File: config.mk
export PLATFORM = sky130hd
export DESIGN_NAME = mem_port_arbiter
export DESIGN_NICKNAME = d
export VERILOG_FILES = /design/src/rtl/mem_port_arbiter.sv
export SDC_FILE = /design/constraint.sdc
export NUM_CORES = 1
export LEC_CHECK = 0
export CAP_MARGIN = 5
export CORE_ASPECT_RATIO = 1.4
export CORE_MARGIN = 2
export CORE_UTILIZATION = 20
export DETAILED_ROUTE_END_ITERATION = 16
export MAX_ROUTING_LAYER = met4
export PLACE_DENSITY_LB_ADDON = 0.2
export SLEW_MARGIN = 30
export SYNTH_ARGS = -nofsm -noshare
export SYNTH_HDL_FRONTEND = slang
export SYNTH_SLANG_ARGS = --single-unit
File: constraint.sdc
create_clock -name clk -period 1.6 [get_ports clk]
set_input_delay 0.32 -clock clk [delete_from_list [all_inputs] [get_ports clk]]
set_output_delay 0.32 -clock clk [all_outputs]
set_load 0.005 [all_outputs]
File: src/rtl/mem_port_arbiter.sv
// Single-port memory arbiter between instruction fetch and the LD/ST stage.
// Data has priority, fetch is protected by a starvation counter, and halt drains data traffic.
module mem_port_arbiter #(
  parameter int unsigned ADDR_W       = 16,
  parameter int unsigned DATA_W       = 16,
  parameter int unsigned STARVE_LIMIT = 4
) (
  input  logic              clk,
  input  logic              reset,
  input  logic              if_req,
  input  logic [ADDR_W-1:0] if_addr,
  output logic              if_gnt,
  output logic              if_rvalid,
  input  logic              dm_req,
  input  logic              dm_we,
  input  logic [ADDR_W-1:0] dm_addr,
  input  logic [DATA_W-1:0] dm_wdata,
  output logic              dm_gnt,
  output logic              dm_rvalid,
  output logic [DATA_W-1:0] rdata,
  output logic              mem_en,
  output logic              mem_we,
  output logic [ADDR_W-1:0] mem_addr,
  output logic [DATA_W-1:0] mem_wdata,
  input  logic [DATA_W-1:0] mem_rdata,
  input  logic              halt,
  output logic              halted
);

  localparam int unsigned     CNT_W   = $clog2(STARVE_LIMIT + 1);
  localparam logic [CNT_W-1:0] CNT_MAX = CNT_W'(STARVE_LIMIT);

  typedef enum logic [1:0] {
    RUN,
    DRAIN,
    HALTED
  } state_e;

  state_e           state_q, state_d;
  logic [CNT_W-1:0] starve_cnt_q, starve_cnt_d;
  logic             if_pend_q, if_pend_d;
  logic             dm_pend_q, dm_pend_d;

  always_comb begin
    if_gnt       = 1'b0;
    dm_gnt       = 1'b0;
    state_d      = state_q;
    starve_cnt_d = starve_cnt_q;

    if (!reset) begin
      case (state_q)
        RUN: begin
          if (if_req && (starve_cnt_q == CNT_MAX)) begin
            if_gnt = 1'b1;
          end else if (dm_req) begin
            dm_gnt = 1'b1;
          end else if (if_req) begin
            if_gnt = 1'b1;
          end
        end
        DRAIN:   dm_gnt = dm_req;
        default: ;
      endcase
    end

    // A store issues but owns no return slot.
    if_pend_d = if_gnt;
    dm_pend_d = dm_gnt & ~dm_we;

    case (state_q)
      RUN: begin
        if (if_req && !if_gnt) begin
          starve_cnt_d = (starve_cnt_q == CNT_MAX) ? CNT_MAX : starve_cnt_q + 1'b1;
        end else begin
          starve_cnt_d = '0;
        end
        if (halt) begin
          state_d = DRAIN;
        end
      end
      DRAIN: begin
        if (!dm_req && !if_pend_d && !dm_pend_d) begin
          state_d = HALTED;
        end
      end
      default: ;
    endcase
  end

  always_comb begin
    mem_en    = if_gnt | dm_gnt;
    mem_we    = dm_gnt & dm_we;
    mem_addr  = '0;
    mem_wdata = '0;
    if (if_gnt) begin
      mem_addr = if_addr;
    end else if (dm_gnt) begin
      mem_addr = dm_addr;
      if (dm_we) begin
        mem_wdata = dm_wdata;
      end
    end
  end

  always_ff @(posedge clk) begin
    if (reset) begin
      state_q      <= RUN;
      starve_cnt_q <= '0;
      if_pend_q    <= 1'b0;
      dm_pend_q    <= 1'b0;
    end else begin
      state_q      <= state_d;
      starve_cnt_q <= starve_cnt_d;
      if_pend_q    <= if_pend_d;
      dm_pend_q    <= dm_pend_d;
    end
  end

  // A return already in flight when reset arrives is suppressed immediately.
  assign if_rvalid = if_pend_q & ~reset;
  assign dm_rvalid = dm_pend_q & ~reset;
  assign rdata     = mem_rdata;
  assign halted    = (state_q == HALTED);

endmodule

Word-level counts from Yosys, hierarchy flattened

Cells that the tools add are included.

Reduce and logical (&&, ||, !) cells: 10
Bitwise gates (word level): 7
Muxes and demuxes: 19
Equality and inequality tests: 5
$add $sub $neg: 1

Operator list:

| kind                                                                  | number |
|---|---|
| 16-bit two-way mux                                                    | 5 |
| 1-bit two-way mux                                                     | 8 |
| 3-bit two-way mux                                                     | 2 |
| 1-bit AND                                                             | 4 |
| 1-bit logical AND                                                     | 4 |
| 2-bit two-way mux                                                     | 2 |
| 2-bit != test, second input constant                                  | 2 |
| 2-bit one-hot mux with 2 select lines                                 | 1 |
| 3-bit by 1-bit adder with 3-bit output, second input constant         | 1 |
| 3-bit equality test, second input constant                            | 1 |
| 1-bit logical NOT                                                     | 3 |
| 3-bit AND reduction                                                   | 1 |
| 2-bit by 1-bit equality test with 1-bit output, second input constant | 1 |
| 2-bit equality test, second input constant                            | 1 |
| 2-bit logical NOT                                                     | 1 |
| 1-bit inverter                                                        | 2 |
| 1-bit one-hot mux with 2 select lines                                 | 1 |
| 2-bit nonzero test                                                    | 1 |
| 1-bit OR                                                              | 1 |

Input port bits: 70
Bits in registers: 7

Longest topological paths before layout

Gate-level depths: netlist of run 1.

Depth in word-level cells: 10
Mapped depth: 6

Worst setup path before layout of run 1

No wires, ideal clock.

Path kind: register -> output
Start: reg starve_cnt_q[0]
End: out mem_addr[10]
Setup slack: -0.145 ns
Data arrival time: 1.425 ns
Stages on the path, launching flop included: 7
Path buffers: 1
Path through: dfxtp_1 > inv_1 > ha_1 > a21boi_1 > nor3_4 > buf_6 > a22o_1

RTL lines:

| item                   | line | text |
|---|---|---|
| start, declared        | 40   | `logic [CNT_W-1:0] starve_cnt_q, starve_cnt_d;` |
| start signal, assigned | 113  | `starve_cnt_q <= starve_cnt_d;` |
| 3-bit equality test    | 53   | `if (if_req && (starve_cnt_q == CNT_MAX)) begin` |
| 1-bit logical AND      | 53   |  |
| 1-bit two-way mux      | 53   |  |
| 1-bit two-way mux      | 51   | `case (state_q)` |
| 1-bit two-way mux      | 50   | `if (!reset) begin` |
| net if_gnt             | 12   | `output logic if_gnt,` |
| 16-bit two-way mux     | 95   | `if (if_gnt) begin` |
| end, declared          | 23   | `output logic [ADDR_W-1:0] mem_addr,` |

The timed path passes the listed nets, and every way through them passes these cells.

Worst setup path after layout of run 1

Start: reg state_q[1]
End: out mem_addr[4]

Longest elaborated chain between the ends: 5

RTL lines:

| item                                                                                       | line | text |
|---|---|---|
| start, declared                                                                            | 39   | `state_e state_q, state_d;` |
| start signal, assigned                                                                     | 112  | `state_q <= state_d;` |
| 2-bit by 1-bit equality test with 1-bit output / 2-bit logical NOT (equally long branches) | 51   |  |
| 1-bit one-hot mux with 2 select lines                                                      | 51   |  |
| 1-bit two-way mux                                                                          | 50   |  |
| 16-bit two-way mux                                                                         | 97   | `end else if (dm_gnt) begin` |
| 16-bit two-way mux (*)                                                                     | 95   |  |

Every way passes the cells marked *; elsewhere a longest branch is shown, timed or not.

==> run summary, run 1 <==
status -> complete, but fails checks
failing checks -> setup timing
Inserted Diodes -> 0
first drt pass iteration count -> 4
leakage -> 0.942 nW
setup ws final -> -0.528 ns
area occupied by multi-input gates -> 538 µm²
fin nets -> 276
initial antenna violation count -> 0
post-route insts no fill -> 245
post-place setup slack -> -1.00 ns
H-tree Lvls -> 1
final WL -> 3660 µm
GP Congestion -> 0.737
worst path required time -> 1.28 ns
RSZ-0062 raised after global routing -> true
Warnings, synthesis -> 0
die width -> 56.3 µm
share of cells above drive strength 1 -> 47.3%
Cell Pwr Density -> 445 mW/mm²
Final ANT Viol Nets -> 0
IO buf count -> 92
Yosys reg bits -> 7
Chip Height -> 77.2 µm
via density per instance -> 4.75
mapped cell area -> 764 µm²
Rel. slew slack -> 83.5%
Final Cell Area -> 0.00199 mm²
Area Overhead vs Synth -> 160%
Num Clock Sinks -> 7
Cell variety after synth -> 24
Seq. cell area -> 145 µm²
clk_lat worst skew -> 0.23 ns
WS Path Type -> register to primary output
detailed-placement wirelength estimate -> 2550 µm
largest net degree at the start of global routing -> 13
Fillers -> 352
largest fanout on the critical path -> 5
vias in the first global route -> 1,246
most common cell after layout, fill and taps aside -> clkdlybuf4s50_1
Root Driver -> clkbuf_8
Crit. End Element -> primary output
Worst Setup SP -> state_q[1]$_SDFFE_PP0P_
detailed router's first-iteration violation count -> 24
Slew Limit Fails -> 0
Placed Cells -> 220
Hold-fix buffers, CTS -> 0
Max Clock Skew -> 0.000618 ns
Worst Path Arrival -> 1.81 ns
DR vias -> 1,164
Worst-path clk slew -> 0.04 ns
GR Util All Layers -> 17.1%
Core ar. -> 0.00364 mm²
syn_area_per_cell -> 8.05 µm²
total global routing overflow -> 0
Hold Path Origin -> reset
Max Freq -> 0.470 GHz
routed len/inst -> 14.9 µm
cell count after synthesis -> 95
Finish-stage setup viols -> 36
share of the clock period used by the worst path -> 133%
Max Cap Viol -> 0
first-pass GRT wire length -> 5780 µm
syn nets -> 167
CTS tree -> built
placed cell areas -> 0.00173 mm²
clock period minus worst slack -> 2.13 ns
most frequent cells in the layout -> clkdlybuf4s50_1, buf_2, buf_6
maximum vdd ir drop -> 0.383 mV
# IOs -> 125
die area -> 0.00434 mm²
CTS max path bufs -> 2
HP Class -> input pin to register
cts bufs inserted -> 3
residual DRC count -> 0
initial core utilization -> 21.0%
sequential-to-total area share from yosys stat -> 18.3%
Placement Rows -> 26
Final Hold Viols -> 0
Slew @ Worst Pin -> 0.246 ns
FF-to-FF Start -> state_q[1]$_SDFFE_PP0P_
Critical Path Start Type -> register
WHS -> 0.541 ns
flip-flops by register name, summed over array words and instances, names as in the netlist:
| register | count |
|---|---|
| dm_pend_q | 1 |
| if_pend_q | 1 |
| starve_cnt_q | 3 |
| state_q | 2 |
worst max-delay path: stages (launching register included):
cell     delay [ns]
dfxtp_2        0.32
buf_6          0.11
or3b_4         0.41
nor3_4         0.23
buf_12         0.14
buf_6          0.10
a22o_1         0.14
buf_2          0.11
layout make-up:
cell class | count | share of cell area, %
Timing Repair Buffer | 126 | 59.9
Clock buffer | 4 | 2.27
Tap cell | 42 | 2.65
Inverter | 4 | 0.756
Multi-Input combinational cell | 62 | 27.1
Sequential cell | 7 | 7.31
timing repair:
action | CTS | global route
endpoints found under the hold margin | 0 | 0
setup buffers | 18 | 3
setup endpoints to repair | 39 | 38
pin swaps | 9 | 15
gates resized for setup | 168 | 27
gates cloned | 3 | 1
power breakdown:
group	total, mW	internal [mW]	switching, mW
Clock	0.257	0.173	0.0841
Sequential	0.188	0.184	0.00412
Combinational	0.438	0.295	0.142
Total	0.883	0.652	0.231
final timing paths:
kind | to | slack [ns] | cells after the start
setup / recovery | mem_addr[4] | -0.53 | 7
hold / removal | starve_cnt_q[1]$_SDFFE_PP0P_ | 0.54 | 3
setup reg to reg | starve_cnt_q[2]$_SDFFE_PP0P_ | 0.11 | 7
hold reg to reg | starve_cnt_q[0]$_SDFFE_PP0P_ | 0.54 | 3
layer usage:
| metal | GRT usage [%] | up-vias | part of all wire, % |
|---|---|---|---|
| met1 | 15.0 | 530 | 32 |
| met2 | 33.3 | 71 | 58 |
| li1 | - | 552 | - |
| met4 | 8.57 | 0 | 3.0 |
| met3 | 3.20 | 11 | 6.9 |
| met5 | - | - | 0 |
cell families after synthesis:
group,Yosys count,share of synthesized area [%]
flops,7,18.3
buf+inv,26,22.7
fa+ha+maj,2,3.27
compound gates,28,29.0
simple gates,32,26.7
Yosys cell counts:
library cell  number  area share [%]
and3_1            16              13
clkbuf_1           2            0.98
and2_1             1            0.82
buf_4             18              18
nor3_4             1             2.1
a21oi_1            4             2.6
nor3_1             1            0.65
a41oi_1            1             1.1
or3b_1             2             2.3
ha_1               2             3.3
nand3_1            2             1.3
buf_2              1            0.65
a311oi_1           1             1.1
dfxtp_1            7              18
a41oi_2            1             2.1
buf_6              1             1.5
nor2b_1            3             2.5
nand4_1            2             1.6
o21ai_0            4             2.6
inv_1              4             2.0
a22o_1            16              18
a21boi_1           1            0.98
nor2_1             3             1.5
nand2b_1           1            0.82
per-stage QoR:
| step | utilization (%) | TNS (ns) | power, mW |
|---|---|---|---|
| 6_report | 54.5 | -16.19 | 0.883 |
| 5_1_grt | 54.5 | -18.57 | 0.929 |
| 4_1_cts | 52.9 | -17.31 | 0.882 |
| 3_5_place_dp | 47.5 | -35.14 | 0.569 |
| 3_3_place_gp | 47.5 | -35.04 | 0.563 |
| 2_1_floorplan | - | -0.747 | 0.337 |
Power figures use the tool's default switching activity.
==> inputs of run 2 (changes only) <==
CAP_MARGIN = 40   (was 5)
CORE_ASPECT_RATIO = not set   (was 1.4)
==> run 2 against run 1 <==
Net effect:
- highest routed layer unchanged
- the flow still finishes with violations (setup timing)
- worst setup slack worse by 0.039 ns
- worst hold slack worse by 0.11 ns
- die area is 0.16% lower
==> run summary, run 2 (synthesis results as in run 1) <==
status -> complete, but fails checks
failing checks -> setup timing
worst path required time -> 1.28 ns
Placed Cells -> 228
largest fanout on the critical path -> 6
Worst-path clk slew -> 0.04 ns
detailed-placement wirelength estimate -> 2720 µm
Max Clock Skew -> 0.00393 ns
Final Hold Viols -> 0
Max Cap Viol -> 0
Clk network pwr share -> 27.3%
Final ANT Viol Nets -> 0
Core Util, Final -> 56.5%
post-route insts no fill -> 254
# IOs -> 125
GP Congestion -> 0.763
first drt pass iteration count -> 4
internal reg-to-reg setup slack -> 0.02 ns
maximum vdd ir drop -> 0.192 mV
initial core utilization -> 20.9%
Slew Limit Fails -> 0
met1 Usage GRT -> 21.7%
reg2reg end -> dm_pend_q$_SDFF_PP0_
Num Clock Sinks -> 7
Net Sw Frac -> 25.8%
post-place setup slack -> -1.04 ns
Critical Path Start Type -> register
placed cell areas -> 0.00176 mm²
GR Util All Layers -> 18.6%
fin nets -> 279
Chip Height -> 65.8 µm
Root Driver -> clkbuf_8
final WL -> 4020 µm
setup_tns -> -16.83 ns
grt met2 use -> 33.0%
WS Path Type -> register to primary output
setup ws final -> -0.567 ns
most common cell after layout, fill and taps aside -> clkdlybuf4s50_1
Worst Path Arrival -> 1.85 ns
via density per instance -> 4.66
Int Pwr -> 0.671 mW
Slew @ Worst Pin -> 0.226 ns
Placement Rows -> 22
worst r2r path cells -> 7
Inserted Diodes -> 0
WHS Path Cells -> 3
Flop pwr share -> 20.8%
Most Used Layer, Global Route -> met2
Core ar. -> 0.00366 mm²
Comb pwr share -> 51.9%
initial antenna violation count -> 0
top flop regs -> starve_cnt_q x3, state_q x2
Worst Setup SP -> state_q[1]$_SDFFE_PP0P_
FF-to-FF Start -> state_q[1]$_SDFFE_PP0P_
detailed router's first-iteration violation count -> 38
clock period minus worst slack -> 2.17 ns
Psw -> 0.233 mW
Rel. slew slack -> 84.9%
share of cells above drive strength 1 -> 48.1%
IO buf count -> 92
Cell Pwr Density -> 437 mW/mm²
share of the clock period used by the worst path -> 135%
die area -> 0.00433 mm²
RSZ-0062 raised after global routing -> true
most frequent cells in the layout -> clkdlybuf4s50_1, buf_6, buf_2
WHS -> 0.432 ns
CTS max path bufs -> 2
Fillers -> 324
Most flops, register -> starve_cnt_q
total global routing overflow -> 0
Area Overhead vs Synth -> 171%
vias in the first global route -> 1,240
cts bufs inserted -> 3
die width -> 65.8 µm
worst setup path end -> mem_addr[3]
Final Cell Area -> 0.00207 mm²
H-tree Lvls -> 1
routed len/inst -> 15.8 µm
met3 GRT Util -> 3.75%
leakage -> 0.965 nW
CTS tree -> built
HP Class -> input pin to register
max FFs per register -> 3
overall power -> 0.905 mW
residual DRC count -> 0
clk_lat worst skew -> 0.22 ns
largest net degree at the start of global routing -> 17
Crit. End Element -> primary output
Max Freq -> 0.461 GHz
first-pass GRT wire length -> 6000 µm
DR vias -> 1,183
Finish-stage setup viols -> 36
[run 2: changes by cell type in the layout (fill, tap and decap cells not counted), moves of 2 or more]
cell     previous run  this run
dfxtp_1             3         5
inv_2               3         0
buf_8               2         0
dfxtp_2             4         2
buf_6              21        31
buf_4              18        12
inv_1               1         3
[run 2: metal layers]
metal / routed length (µm) / vias to the layer above
li1: - / 561
met1: 1660 / 553
met2: 2040 / 67
met3: 313 / 2
met4: 8 / 0
met5: 0 / -
[run 2: how the worst min path moves through the flow]
stage                                      start                      endpoint  slack, ns
floorplan                                  dm_we          dm_pend_q$_SDFF_PP0_       0.39
global placement    starve_cnt_q[0]$_SDFFE_PP0P_  starve_cnt_q[0]$_SDFFE_PP0P_       0.54
detailed placement  starve_cnt_q[0]$_SDFFE_PP0P_  starve_cnt_q[0]$_SDFFE_PP0P_       0.56
CTS                                        reset       state_q[1]$_SDFFE_PP0P_       0.54
global route                               reset       state_q[1]$_SDFFE_PP0P_       0.45
finish                                     reset       state_q[1]$_SDFFE_PP0P_       0.43
[run 2: area by class of cell]
type                    instances  area (µm²)  area share (%)
repair buffers                129        1260            60.9
multi-input cells              62         543            26.2
flip-flops and latches          7         143            6.89
well taps                      48        60.1            2.90
clock buffers                   4        45.0            2.18
inverters                       4        17.5           0.846
[run 2: worst max-delay path, stage by stage (launching register included)]
cell     delay, ns
dfxtp_2       0.32
buf_6         0.11
or3b_4        0.41
nor3_4        0.27
buf_12        0.16
buf_4         0.10
a22o_1        0.14
buf_2         0.11
[run 2: power by group through the flow]
stage               Clock, mW  Combinational (mW)  Sequential [mW]
detailed placement          0               0.385            0.192
global placement            0               0.381            0.191
floorplan                   0               0.144            0.193
finish                  0.247               0.470            0.188
CTS                     0.248               0.483            0.188
global route            0.263               0.498            0.189
[run 2: repair_timing]
action	4_1_cts	5_1_grt
hold buffers	0	0
setup buffers	23	3
gates resized for setup	185	29
cloned	5	1
pin swaps	11	22
endpoints found under the setup margin	40	39
